[config.mk]
export PLATFORM = sky130hd
export DESIGN_NAME = apb_i2c_req_arbiter
export DESIGN_NICKNAME = d
export VERILOG_FILES = /design/src/rtl/apb_i2c_req_arbiter_pkg.sv /design/src/rtl/apb_i2c_req_arbiter_rr_arb2.sv /design/src/rtl/apb_i2c_req_arbiter.sv
export SDC_FILE = /design/constraint.sdc
export NUM_CORES = 1
export LEC_CHECK = 0
export ABC_CLOCK_PERIOD_IN_PS = 3950
export BUFFER_PORTS_ARGS = -buffer_cell sky130_fd_sc_hd__buf_2
export CORE_MARGIN = 10
export CORE_UTILIZATION = 47
export DETAILED_ROUTE_END_ITERATION = 6
export PLACE_DENSITY = 0.84
export SLEW_MARGIN = 20
export SYNTH_ARGS = -nofsm -noshare
export SYNTH_HDL_FRONTEND = slang
export SYNTH_SLANG_ARGS = --single-unit
[constraint.sdc]
create_clock -name PCLK -period 3.95 [get_ports PCLK]
set_clock_uncertainty 0.1 [all_clocks]
set_input_delay 0.1975 -clock PCLK [delete_from_list [all_inputs] [get_ports PCLK]]
set_output_delay 0.1975 -clock PCLK [all_outputs]
set_load 0.1 [all_outputs]
[src/rtl/apb_i2c_req_arbiter_pkg.sv]
// Shared types and constants for the two-requester APB sequencer that fronts
// the I2C controller register window.
package apb_i2c_req_arbiter_pkg;

  // Controller register window and register offsets inside it
  localparam logic [31:0] I2C_BASE     = 32'h8000_0000;
  localparam logic [31:0] I2C_MASK     = 32'hFFFF_FFF0;
  localparam logic [3:0]  REG_CTRL     = 4'h0;
  localparam logic [3:0]  REG_STATUS   = 4'h4;
  localparam logic [3:0]  REG_DATA     = 4'h8;
  localparam logic [3:0]  REG_CMD      = 4'hC;

  typedef enum logic [1:0] {
    ST_IDLE   = 2'd0,
    ST_SETUP  = 2'd1,
    ST_ACCESS = 2'd2,
    ST_DONE   = 2'd3
  } state_t;

  typedef struct packed {
    logic        write;
    logic [31:0] addr;
    logic [31:0] wdata;
  } cmd_t;

  // A command may reach the bus only if it is word aligned and inside the window
  function automatic logic addr_legal(input logic [31:0] addr,
                                      input logic [31:0] base,
                                      input logic [31:0] mask);
    return ((addr & mask) == base) && (addr[1:0] == 2'b00);
  endfunction

endpackage

[src/rtl/apb_i2c_req_arbiter_rr_arb2.sv]
// Two-input round-robin arbiter: one-hot grant, remembers the last winner so a
// contended request alternates strictly.
module apb_i2c_req_arbiter_rr_arb2 (
  input  logic       clk,
  input  logic       rst_n,
  input  logic [1:0] req,
  input  logic       accept,
  output logic [1:0] grant
);

  logic last_grant;

  // NOTE: combinational outputs get a default before any branch so no latch is inferred.
  always_comb begin
    grant = 2'b00;
    if (req == 2'b11) begin
      grant = last_grant ? 2'b01 : 2'b10;
    end else begin
      grant = req;
    end
  end

  // Reset to 1 so requester 0 wins the first contended round
  // NOTE: state registers use non-blocking assignments so every flop samples pre-edge values.
  always_ff @(posedge clk or negedge rst_n) begin
    if (!rst_n) begin
      last_grant <= 1'b1;
    end else if (accept && (grant != 2'b00)) begin
      last_grant <= grant[1];
    end
  end

endmodule

[src/rtl/apb_i2c_req_arbiter.sv]
// APB master sequencer for the I2C controller: arbitrates two single-command
// requesters, filters illegal addresses and runs fixed-length SETUP/ACCESS.
module apb_i2c_req_arbiter
  import apb_i2c_req_arbiter_pkg::*;
#(
  parameter logic [31:0] ADDR_BASE     = I2C_BASE,
  parameter logic [31:0] ADDR_MASK     = I2C_MASK,
  parameter int unsigned ACCESS_CYCLES = 1
) (
  input  logic        PCLK,
  input  logic        PRESETn,
  input  logic        r0_req,
  input  logic        r0_write,
  input  logic [31:0] r0_addr,
  input  logic [31:0] r0_wdata,
  output logic        r0_ack,
  output logic        r0_err,
  output logic [31:0] r0_rdata,
  input  logic        r1_req,
  input  logic        r1_write,
  input  logic [31:0] r1_addr,
  input  logic [31:0] r1_wdata,
  output logic        r1_ack,
  output logic        r1_err,
  output logic [31:0] r1_rdata,
  output logic [31:0] PADDR,
  output logic        PSELx,
  output logic        PENABLE,
  output logic        PWRITE,
  output logic [31:0] PWDATA,
  input  logic [31:0] PRDATA,
  output logic        busy,
  output logic        grant_id
);

  localparam logic [3:0] ACC_LOAD = 4'(ACCESS_CYCLES - 1);

  state_t     state;
  logic [3:0] acc_cnt;
  logic [1:0] grant;
  cmd_t       cmd0;
  cmd_t       cmd1;
  cmd_t       cmd_sel;

  assign cmd0    = {r0_write, r0_addr, r0_wdata};
  assign cmd1    = {r1_write, r1_addr, r1_wdata};
  assign cmd_sel = grant[1] ? cmd1 : cmd0;

  apb_i2c_req_arbiter_rr_arb2 u_arb (
    .clk    (PCLK),
    .rst_n  (PRESETn),
    .req    ({r1_req, r0_req}),
    .accept (state == ST_IDLE),
    .grant  (grant)
  );

  // Every output is set on the edge that enters the state it belongs to, so
  // the bus sees only flop outputs.
  always_ff @(posedge PCLK or negedge PRESETn) begin
    if (!PRESETn) begin
      state    <= ST_IDLE;
      acc_cnt  <= 4'd0;
      PADDR    <= 32'd0;
      PWDATA   <= 32'd0;
      PWRITE   <= 1'b0;
      PSELx    <= 1'b0;
      PENABLE  <= 1'b0;
      busy     <= 1'b0;
      grant_id <= 1'b0;
      r0_ack   <= 1'b0;
      r0_err   <= 1'b0;
      r0_rdata <= 32'd0;
      r1_ack   <= 1'b0;
      r1_err   <= 1'b0;
      r1_rdata <= 32'd0;
    end else begin
      r0_ack <= 1'b0;
      r1_ack <= 1'b0;
      r0_err <= 1'b0;
      r1_err <= 1'b0;
      unique case (state)
        ST_IDLE: begin
          if (grant != 2'b00) begin
            grant_id <= grant[1];
            busy     <= 1'b1;
            if (addr_legal(cmd_sel.addr, ADDR_BASE, ADDR_MASK)) begin
              PADDR  <= cmd_sel.addr;
              PWDATA <= cmd_sel.wdata;
              PWRITE <= cmd_sel.write;
              PSELx  <= 1'b1;
              state  <= ST_SETUP;
            end else begin
              // Rejected commands complete at once and never touch the bus
              if (grant[1]) begin
                r1_ack <= 1'b1;
                r1_err <= 1'b1;
              end else begin
                r0_ack <= 1'b1;
                r0_err <= 1'b1;
              end
              state <= ST_DONE;
            end
          end
        end
        ST_SETUP: begin
          PENABLE <= 1'b1;
          acc_cnt <= ACC_LOAD;
          state   <= ST_ACCESS;
        end
        ST_ACCESS: begin
          if (acc_cnt == 4'd0) begin
            PSELx   <= 1'b0;
            PENABLE <= 1'b0;
            if (grant_id) begin
              r1_ack <= 1'b1;
              if (!PWRITE) r1_rdata <= PRDATA;
            end else begin
              r0_ack <= 1'b1;
              if (!PWRITE) r0_rdata <= PRDATA;
            end
            state <= ST_DONE;
          end else begin
            acc_cnt <= acc_cnt - 4'd1;
          end
        end
        ST_DONE: begin
          busy  <= 1'b0;
          state <= ST_IDLE;
        end
        default: state <= ST_IDLE;
      endcase
    end
  end

endmodule

# Yosys cells after proc, flatten, opt, wreduce, memory -nomap -nowiden
# Cells that the tools add are included.
totals:
  input_bits: 166
  elab_cells: 76
  regBits: 144
  out_inout_bits: 137
classes:
  mux: 30
  reduce_logical: 18
  bitwise: 2
  n_addsub: 1
  n_eq_ne: 9
ops:
  columns: ["operator", "n"]
  rows:
  - ["65-bit 2-to-1 mux", 1]
  - ["28-bit equality test, second input constant", 1]
  - ["1-bit 2-to-1 mux", 16]
  - ["4-bit AND reduction", 3]
  - ["2-bit 2-to-1 mux", 5]
  - ["1-bit one-hot mux with 2 select lines", 5]
  - ["2-bit AND reduction", 5]
  - ["2-bit != test, second input constant", 4]
  - ["2-bit one-hot mux with 4 select lines", 1]
  - ["4-bit one-hot mux with 2 select lines", 1]
  - ["2-bit nonzero test", 4]
  - ["2-bit equality test, second input constant", 3]
  - ["2-bit logical NOT", 2]
  - ["4-bit logical NOT", 1]
  - ["4-bit 2-to-1 mux", 1]
  - ["4-bit by 1-bit subtractor with 4-bit output, second input constant", 1]
  - ["3-bit AND reduction", 1]
  - ["2-bit by 1-bit equality test with 1-bit output, second input constant", 1]
  - ["1-bit logical AND", 2]
  - ["1-bit NOT", 2]

# Longest topological paths before layout
# Gate-level depths: netlist (run 1).
depth:
  ltp_word: 8
  mapped_depth: 8
  ltp_nobuf: 6

# Modules after synthesis
# From an unflattened synthesis (run 1), not the netlist that was laid out.
hier_totals:
  cells_unflattened: 461
  area_unflattened_um2: 5968.2
by_module_without_submodules:
  columns: ["mod", "n_inst", "area_each_um2", "seq_area_each_um2", "cells_per_inst"]
  rows:
  - ["apb_i2c_req_arbiter", 1, 5911.9, 3578.4, 455]
  - ["apb_i2c_req_arbiter_rr_arb2", 1, 56.3, 26.3, 6]

# Least setup slack after synthesis (run 1)
# No wires, ideal clock.
synth_path:
  kind: "reg-to-reg"
  start: "register state[0]"
  end: "register r0_rdata[0]"
  arrival_time_ps: 1985
  path_stages_with_launch: 8
  synth_period_minus_slack_ps: 2210
  path_buffers: 2
  required_ps: 3725
  setup_time_ps: 125
  slack_ps: 1740
  cell_sequence: "dfrtp_1 inv_1 ha_1 clkbuf_1 nand3_1 nor3_1 buf_2 mux2_2"
synth_via:
  elab_chain_len: 2
synth_lines:
  columns: ["element", "line_no", "text"]
  rows:
  - ["start: declaration", "apb_i2c_req_arbiter.sv:38", "state_t state;"]
  - ["start signal: assignment", "apb_i2c_req_arbiter.sv:61", "state <= ST_IDLE;"]
  - ["start signal: assignment", "apb_i2c_req_arbiter.sv:91", "state <= ST_SETUP;"]
  - ["start signal: assignment", "apb_i2c_req_arbiter.sv:101", "state <= ST_DONE;"]
  - ["2-bit equality test", "apb_i2c_req_arbiter.sv:81", "unique case (state)"]
  - ["4-bit AND reduction (no line)", null, null]
  - ["end signal: assignment", "apb_i2c_req_arbiter.sv:72", "r0_rdata <= 32'd0;"]
  - ["end signal: assignment", "apb_i2c_req_arbiter.sv:119", "if (!PWRITE) r0_rdata <= PRDATA;"]
  - ["end: declaration", "apb_i2c_req_arbiter.sv:18", "output logic [31:0] r0_rdata,"]
# Every way passes these cells.
# A chain may end at the register's enable or synchronous reset.

# Worst setup path in the final report (run 1)
layout_path:
  start: "input r0_req"
  end: "register PADDR[2]"
layout_via:
  elab_chain_len: 6
  word_cells_on_any_way: 8
  cone_classes: "eq/ne (2); mux (2); reduce/logical (4)"
layout_lines:
  columns: ["element", "line_no", "text"]
  rows:
  - ["start: declaration", "apb_i2c_req_arbiter.sv:12", "input logic r0_req,"]
  - ["2-bit equality test", "apb_i2c_req_arbiter_rr_arb2.sv:16", "if (req == 2'b11) begin"]
  - ["2-bit 2-to-1 mux *", "apb_i2c_req_arbiter_rr_arb2.sv:16", null]
  - ["65-bit 2-to-1 mux", "apb_i2c_req_arbiter.sv:47", "assign cmd_sel = grant[1] ? cmd1 : cmd0;"]
  - ["28-bit equality test or 2-bit logical NOT (tied branches)", "apb_i2c_req_arbiter_pkg.sv:30", "return ((addr & mask) == base) && (addr[1:0] == 2'b00);"]
  - ["1-bit logical AND", "apb_i2c_req_arbiter_pkg.sv:30", null]
  - ["3-bit AND reduction (no line)", null, null]
  - ["end signal: assignment", "apb_i2c_req_arbiter.sv:87", "PADDR <= cmd_sel.addr;"]
  - ["end: declaration", "apb_i2c_req_arbiter.sv:26", "output logic [31:0] PADDR,"]
# Every way passes the cells marked *; elsewhere a longest branch is shown, timed or not.

==> reports/summary.txt, run 1 <==
WL final -> 20.72 mm
post-route ant nets -> 0
leakage -> 4.990 nW
antenna violations before repair -> 1
reg2reg end -> r0_rdata[18]$_DFFE_PN0P_
worst hold path type -> in -> reg
final period utilization -> 58.81%
Setup Buffers After CTS -> 0
final antenna diode count -> 0
Power Dens Cells -> 898.1 nW/µm²
routed vias/inst -> 5.054
number of max-cap violations -> 0
largest net degree at the start of global routing -> 66
met3 Use GR -> 8.195%
share of Yosys cell area claimed by the top area cell type -> 59.30%
syn nets -> 656
most frequent cells in the layout -> 301 x buf_2, 143 x dfrtp_1, 112 x nand2_1, 80 x mux2_2, 80 x dlygate4sd3_1
Slew @ Worst Pin -> 0.5844 ns
worst reg2reg path startpoint -> state[0]$_DFFE_PN0P_
CTS root buf -> clkbuf_16
WL/cell -> 19.64 µm
reg-to-reg slack, setup -> 1.65 ns
die area -> 17770 µm²
Slew HR -> 61.04%
Mapped Cells -> 484
setup_tns -> 0 ns
endpoint class of the critical path -> flop
share of post-route cells with drive strength above 1 -> 50.74%
met1 Usage GRT -> 27.60%
count of input and output buffers -> 302
post-cts hold buffer count -> 80
yosys warns -> 0
multi-input logic area -> 2292 µm²
Total GRT Usage -> 23.33%
Worst Setup SP -> r0_req
met2 track demand over resource -> 38.22%
effective utilization at floorplan -> 47.82%
GR peak layer -> met2
Peak VDD IR -> 400.7 µV
Starting DRT DRC Count -> 309
# DRC -> 0
fin nets -> 1042
sequential fraction of the synthesis area -> 59.73%
Sequential cell area -> 3605 µm²
peak fanout along the critical path -> 65
ranking of synthesized cells by area -> dfrtp_1 59%, mux2_2 15%, nand2_1 7.0%, mux2_4 5.0%, and2_1 3.1%
DR vias -> 5332
hold depth -> 4
vias in the first global route -> 5879
Congestion Overflow GR -> 0
Syn-to-layout area delta -> 51.61%
CTS resizes -> 0
commonest non-fill, non-tap cell in the layout -> buf_2
fillers -> 825
Clock Pin Slew Worst Setup and Hold Paths -> 0.06 ns
status -> finished, final reports clean
Yosys reg bits -> 144
Critical Path AT -> 2.51 ns
Hold Path Sink -> PWRITE$_DFFE_PN0P_
total power -> 8.216 mW
IO Pins -> 303
Hold Fails Final Rpt -> 0
Final HPWL DP -> 14.07 mm
Pre-antenna DRT Iters -> 4
Setup Crit Path Kind -> in -> reg
Die Height -> 133.3 µm
cell accounting for the most synthesized area -> dfrtp_1
Yosys cell types -> 34
crit start category -> input port
crit path time final -> 2.323 ns
deepest clock path buffer count -> 2
Req. time, crit path -> 4.14 ns
worst-skew pair later-pin latency -> 0.41 ns
synthesized area -> 6035 µm²
RSZ-0062 raised after global routing -> false
core area -> 12620 µm²
CTS HTree Levels -> 4
die width -> 133.3 µm
clock sinks -> 144
max-slew violations -> 0
TritonCTS clock tree -> built
Max Fclk -> 430.5 MHz
Finish-stage setup viols -> 0
cts bufs inserted -> 17
startpoint of the worst hold path -> r0_write
Final GP Congestion -> 0.8432
Mapped Avg Cell Area -> 12.47 µm²
# rows -> 41
R2R cell count -> 6
global-route wire length before repair -> 33.14 mm
## routing by layer
layer	part of all wire [%]	vias up
met4	1.9	2
met5	0.063	-
met1	40	2624
met2	49	260
met3	8.7	30
li1	-	2416
## layout make-up
cell class | count | share of cell area, %
clock buffer | 20 | 5.101
clock inverter | 12 | 1.668
inverter | 9 | 0.3693
multi-input combinational | 309 | 25.05
sequential | 144 | 39.40
tap | 172 | 2.352
timing repair buffer | 389 | 26.05
## cell families (layout without fill, tap and decap cells)
group | after synthesis | count (layout) | share of synthesized area, %
flip-flops | 144 | 144 | 59.73
buffers and inverters | 31 | 430 | 2.384
AND/OR/NAND/NOR | 179 | 179 | 14.00
AO/OA/AOI/OAI | 24 | 24 | 2.737
adder cells (fa/ha/maj) | 6 | 6 | 1.244
multiplexers | 100 | 100 | 19.90
## stage by stage
| stage | cell area (µm²) | hold WS, ns | worst slack [ns] | utilization [%] | instances |
|---|---|---|---|---|---|
| floorplan | 6035 | -0.1981 | 1.740 | - | 484 |
| global placement | 7729 | 0.07160 | 1.698 | 61.24 | 943 |
| detailed placement | 7729 | 0.06934 | 1.659 | 61.24 | 943 |
| CTS | 9149 | 0.001956 | 1.660 | 72.50 | 1055 |
| global route | 9149 | 0.02014 | 1.494 | 72.50 | 1055 |
| finish | 9149 | 0.01860 | 1.627 | 72.50 | 1055 |
## power breakdown
group / total [mW] / switching, mW / leakage [nW] / internal (mW)
clock: 1.66 / 0.619 / 0.307 / 1.05
combinational: 4.43 / 3.53 / 2.83 / 0.898
sequential: 2.12 / 0.242 / 1.85 / 1.88
total: 8.22 / 4.39 / 4.99 / 3.82
## worst max-delay path: stages
cell           delay [ns]
dlygate4sd3_1        0.53
buf_2                0.14
nand2_1              0.07
nand2_1              0.05
buf_4                0.24
or3_4                0.46
a21o_2               0.22
buf_12               0.18
mux2_4               0.35
## sequential cells by signal, summed over array words and instances (netlist names), 2 cells and up
name,cells
PADDR,32
PWDATA,32
r0_rdata,32
r1_rdata,32
acc_cnt,4
state,2
## worst max-delay path by stage
stage / endpoint / slack (ns) / depth (start not counted)
5_1_grt: r0_rdata[18]$_DFFE_PN0P_ / 1.49 / 6
2_1_floorplan: r0_rdata[0]$_DFFE_PN0P_ / 1.74 / 7
6_report: PADDR[2]$_DFFE_PN0P_ / 1.63 / 9
3_3_place_gp: PWDATA[28]$_DFFE_PN0P_ / 1.70 / 7
3_5_place_dp: PWDATA[18]$_DFFE_PN0P_ / 1.66 / 7
4_1_cts: PWDATA[2]$_DFFE_PN0P_ / 1.66 / 7
## Yosys cell counts
master,n
nand4_1,5
and2_1,30
nand3b_1,1
dfstp_2,1
nand2_1,112
dfrtp_1,143
nand2b_1,1
o22a_1,1
nor3_1,3
clkbuf_1,14
o21bai_1,1
buf_1,1
o21ai_0,3
buf_6,3
nor3b_1,1
nor2_1,8
and3_1,1
buf_2,4
a21oi_1,4
mux2_4,20
mux2_2,80
a22o_1,4
a21o_1,2
inv_1,9
o211ai_1,1
a2111o_1,1
or3_4,2
ha_1,6
nor4_1,12
nor4b_2,2
a22oi_1,1
nand3_1,1
o22ai_1,2
a31oi_1,4
(Power assumes the default switching activity.)
==> run 2: changes to the inputs <==
- ABC_CLOCK_PERIOD_IN_PS: 3950 -> 2100
- CORE_UTILIZATION: 47 -> 41
- PLACE_DENSITY: 0.84 -> 0.78
- clock period: 3.95 -> 2.1 ns (I/O delays scaled with it)
==> reports/summary.txt, run 2 (synthesis gave the netlist of run 1 again) <==
# rows -> 44
peak fanout along the critical path -> 8
CP Cell Sequence -> nand2_2, and2_4, or3_4, a21o_4, clkbuf_16, mux2_4
delay-heaviest family, CP -> flip-flops
Syn-to-layout area delta -> 60.15%
CTS HTree Levels -> 4
Finish-stage setup viols -> 0
Final Cell Area -> 9664 µm²
effective utilization at floorplan -> 41.68%
Critical Path AT -> 2.27 ns
fillers -> 962
placed cell areas -> 7859 µm²
# DRC -> 0
Worst Setup SP -> u_arb.last_grant$_DFFE_PN1P_
slowest stage cell, crit path -> dfstp_2
Max Fclk -> 479.7 MHz
Total GRT Usage -> 20.98%
clock sinks -> 144
reg2reg end -> PWDATA[28]$_DFFE_PN0P_
max-slew violations -> 0
leakage -> 5.198 nW
endpoint class of the critical path -> flop
final cell count without fillers -> 1107
antenna violations before repair -> 1
vias in the first global route -> 5913
worst hold path type -> in -> reg
crit start category -> flop
Slew HR -> 65.80%
Sequential cell area -> 3606 µm²
global-route wire length before repair -> 33.17 mm
most frequent cells in the layout -> 301 x buf_2, 142 x dfrtp_1, 111 x nand2_1, 105 x dlygate4sd3_1, 80 x mux2_2
Inst Count DP -> 961
worst path bufs/invs -> 1
Peak VDD IR -> 1240 µV
fin nets -> 1080
largest net degree at the start of global routing -> 54
Hold Fails Final Rpt -> 0
cts bufs inserted -> 17
status -> finished, final reports clean
count of input and output buffers -> 302
Congestion Overflow GR -> 0
worst reg2reg path startpoint -> u_arb.last_grant$_DFFE_PN1P_
Setup Crit Path Kind -> reg -> reg
Starting DRT DRC Count -> 213
CTS root buf -> clkbuf_16
Final GP Congestion -> 0.8387
DR vias -> 5524
WL final -> 21.86 mm
reg-to-reg slack, setup -> 0.02 ns
total power -> 15.40 mW
setup_tns -> 0 ns
hold depth -> 4
Req. time, crit path -> 2.29 ns
IO Pins -> 303
share of post-route cells with drive strength above 1 -> 50.38%
routed vias/inst -> 4.990
die area -> 19970 µm²
Slew @ Worst Pin -> 0.5166 ns
post-route ant nets -> 0
Die Height -> 141.3 µm
hold slack -> 0.08459 ns
post-route setup slack -> 0.01531 ns
multi-input logic area -> 2315 µm²
final design utilization -> 66.75%
worst-skew pair later-pin latency -> 0.40 ns
slowest cell delay on critical path -> 0.55 ns
Place WS -> -0.01012 ns
commonest non-fill, non-tap cell in the layout -> buf_2
startpoint of the worst hold path -> r1_req
deepest clock path buffer count -> 2
WL/cell -> 19.75 µm
Pre-antenna DRT Iters -> 5
crit path time final -> 2.085 ns
number of max-cap violations -> 0
RSZ-0062 raised after global routing -> true
die width -> 141.3 µm
final period utilization -> 99.27%
Clock Pin Slew Worst Setup and Hold Paths -> 0.06 ns
Final HPWL DP -> 13.84 mm
R2R cell count -> 6
Power Dens Cells -> 1594 nW/µm²
TritonCTS clock tree -> built
core area -> 14480 µm²
Hold Path Sink -> PSELx$_DFFE_PN0P_
run 2: cell count changes in the layout (fill, tap and decap cells not counted), sizes merged:
cell and delta:
clkinvlp +2, bufinv -1, diode +2, clkinv -4
buf +9, clkbuf +3, inv +4, dlygate4sd3 +25
run 2: worst register-to-register path, cell delays in order, from the launching register on:
cell       delay [ns]
dfstp_2          0.55
nand2_2          0.06
and2_4           0.14
or3_4            0.33
a21o_4           0.29
clkbuf_16        0.20
mux2_4           0.30
run 2: worst max-delay path by stage:
stage | endpoint | cells after the start | slack (ns)
6_report | PWDATA[28]$_DFFE_PN0P_ | 6 | 0.02
5_1_grt | PWDATA[26]$_DFFE_PN0P_ | 6 | -0.02
4_1_cts | PWDATA[18]$_DFFE_PN0P_ | 6 | 0.0008
3_5_place_dp | PWDATA[18]$_DFFE_PN0P_ | 6 | -0.01
3_3_place_gp | PWDATA[21]$_DFFE_PN0P_ | 6 | 0.01
2_1_floorplan | PADDR[2]$_DFFE_PN0P_ | 7 | -0.001
run 2: layout make-up:
cell class,instances,area share [%]
antenna,2,0.05179
clock buffer,19,4.583
clock inverter,13,1.567
inverter,9,0.3496
multi-input combinational,309,23.95
sequential,144,37.31
tap,184,2.382
timing repair buffer,427,29.80
run 2: power by group:
part | internal [mW] | switching, mW | total, mW
clock | 1.81 | 1.22 | 3.03
sequential | 3.53 | 0.443 | 3.97
combinational | 1.75 | 6.65 | 8.40
run 2: metal layers:
layer  vias to the layer above  GRT usage, %  part of all wire (%)
met1                      2689         24.49                    39
met3                        43         8.211                    10
met5                         -             0                     0
met4                         0         8.859                   2.7
met2                       285         33.71                    48
li1                       2507             -                     -
run 2: repair_timing:
action                                  in CTS  in global routing
endpoints found under the hold margin      243                  0
pin swaps                                    0                  3
endpoints found under the setup margin      20                 66
hold buffers                               105                  0
setup buffers                                0                  3
gates resized for setup                      4                  1
gates cloned                                 0                  4
==> run 3: changes to the inputs <==
- CTS_BUF_LIST: unset -> sky130_fd_sc_hd__clkbuf_16
==> reports/summary.txt, run 3 (synthesis gave the netlist of run 1 again) <==
status -> finished, final reports clean
crit start category -> flop
met1 Usage GRT -> 24.49%
Finish-stage setup viols -> 0
cts bufs inserted -> 17
endpoint class of the critical path -> flop
worst path bufs/invs -> 1
Power Dens Cells -> 1590 nW/µm²
largest net degree at the start of global routing -> 54
Sequential cell area -> 3606 µm²
Syn-to-layout area delta -> 59.98%
Req. time, crit path -> 2.29 ns
fin nets -> 1080
Peak VDD IR -> 1239 µV
CP Cell Sequence -> nand2_2, and2_4, or3_4, a21o_4, clkbuf_16, mux2_4
hold slack -> 0.08408 ns
Hold Fails Final Rpt -> 0
Critical Path AT -> 2.27 ns
slowest cell delay on critical path -> 0.55 ns
RSZ-0062 raised after global routing -> true
core area -> 14480 µm²
Total GRT Usage -> 20.96%
Slew HR -> 65.80%
Congestion Overflow GR -> 0
Starting DRT DRC Count -> 170
number of max-cap violations -> 0
clock sinks -> 144
worst hold path type -> in -> reg
Die Height -> 141.3 µm
Final GP Congestion -> 0.8387
GR peak layer -> met2
multi-input logic area -> 2315 µm²
slowest stage cell, crit path -> dfstp_2
WL/cell -> 19.75 µm
final design utilization -> 66.68%
global-route wire length before repair -> 33.14 mm
share of post-route cells with drive strength above 1 -> 50.27%
die width -> 141.3 µm
commonest non-fill, non-tap cell in the layout -> buf_2
met2 track demand over resource -> 33.64%
# DRC -> 0
# rows -> 44
WL final -> 21.87 mm
delay-heaviest family, CP -> flip-flops
Inst Count DP -> 961
met3 Use GR -> 8.211%
final cell count without fillers -> 1107
Final HPWL DP -> 13.84 mm
Pre-antenna DRT Iters -> 4
most frequent cells in the layout -> 301 x buf_2, 142 x dfrtp_1, 111 x nand2_1, 105 x dlygate4sd3_1, 80 x mux2_2
Max Fclk -> 479.7 MHz
effective utilization at floorplan -> 41.68%
vias in the first global route -> 5906
deepest clock path buffer count -> 2
setup_tns -> 0 ns
Slew @ Worst Pin -> 0.5166 ns
leakage -> 5.197 nW
die area -> 19970 µm²
max-slew violations -> 0
fillers -> 964
CTS root buf -> clkbuf_16
post-route ant nets -> 0
peak fanout along the critical path -> 8
count of input and output buffers -> 302
crit path time final -> 2.085 ns
IO Pins -> 303
CTS HTree Levels -> 4
TritonCTS clock tree -> built
antenna violations before repair -> 1
worst-skew pair later-pin latency -> 0.40 ns
Setup Crit Path Kind -> reg -> reg
final period utilization -> 99.27%
DR vias -> 5504
routed vias/inst -> 4.972
Clock Pin Slew Worst Setup and Hold Paths -> 0.06 ns
## run 3: where the power goes
part / total [mW] / switching (mW) / internal [mW] / leakage, nW
clock: 2.98 / 1.21 / 1.77 / 0.282
combinational: 8.40 / 6.65 / 1.75 / 3.06
sequential: 3.97 / 0.441 / 3.53 / 1.85
## run 3: what timing repair did
| item | in CTS | in global routing |
|---|---|---|
| pin swaps | 0 | 3 |
| buffers inserted | 0 | 3 |
| endpoints found under the setup margin | 20 | 67 |
| resized for setup | 4 | 1 |
| hold buffers | 105 | 0 |
| cloned | 0 | 4 |
| endpoints found under the hold margin | 243 | 0 |
## run 3: worst reg2reg max path, cell delays in order (launching register included)
cell,delay [ns]
dfstp_2,0.55
nand2_2,0.06
and2_4,0.14
or3_4,0.33
a21o_4,0.29
clkbuf_16,0.20
mux2_4,0.30
## run 3: metal layers
layer,up-vias,part of all wire (%)
met1,2685,39
met4,0,2.7
met3,43,9.8
met5,-,0
li1,2500,-
met2,276,48
## run 3: stage by stage
step	total power, mW	instance area, µm²	setup slack (ns)
after floorplan	10.54	6045	-0.001145
after global placement	12.00	7859	0.01106
after CTS	15.29	9509	0.0008489
after detailed placement	12.10	7859	-0.01012
after global routing	15.93	9652	-0.01584
final	15.35	9654	0.01523
## run 3: final timing paths
kind	startpoint	endpoint	slack, ns	cells after the start
min reg2reg	PADDR[28]$_DFFE_PN0P_	PADDR[28]$_DFFE_PN0P_	0.38	1
max reg2reg	u_arb.last_grant$_DFFE_PN1P_	PWDATA[28]$_DFFE_PN0P_	0.02	6
min in group asynchronous	PRESETn	r0_rdata[18]$_DFFE_PN0P_	0.12	2
max	u_arb.last_grant$_DFFE_PN1P_	PWDATA[28]$_DFFE_PN0P_	0.02	6
min	r1_req	PSELx$_DFFE_PN0P_	0.08	4
max in group asynchronous	PRESETn	u_arb.last_grant$_DFFE_PN1P_	1.13	3
## run 3: final cells by class
class                   count  area share (%)
flip-flops and latches    144           37.35
diodes                      2         0.05184
clock buffers              17           4.406
well taps                 184           2.385
multi-input cells         309           23.98
inverters                   9          0.3499
repair buffers            427           29.83
clock inverters            15           1.646
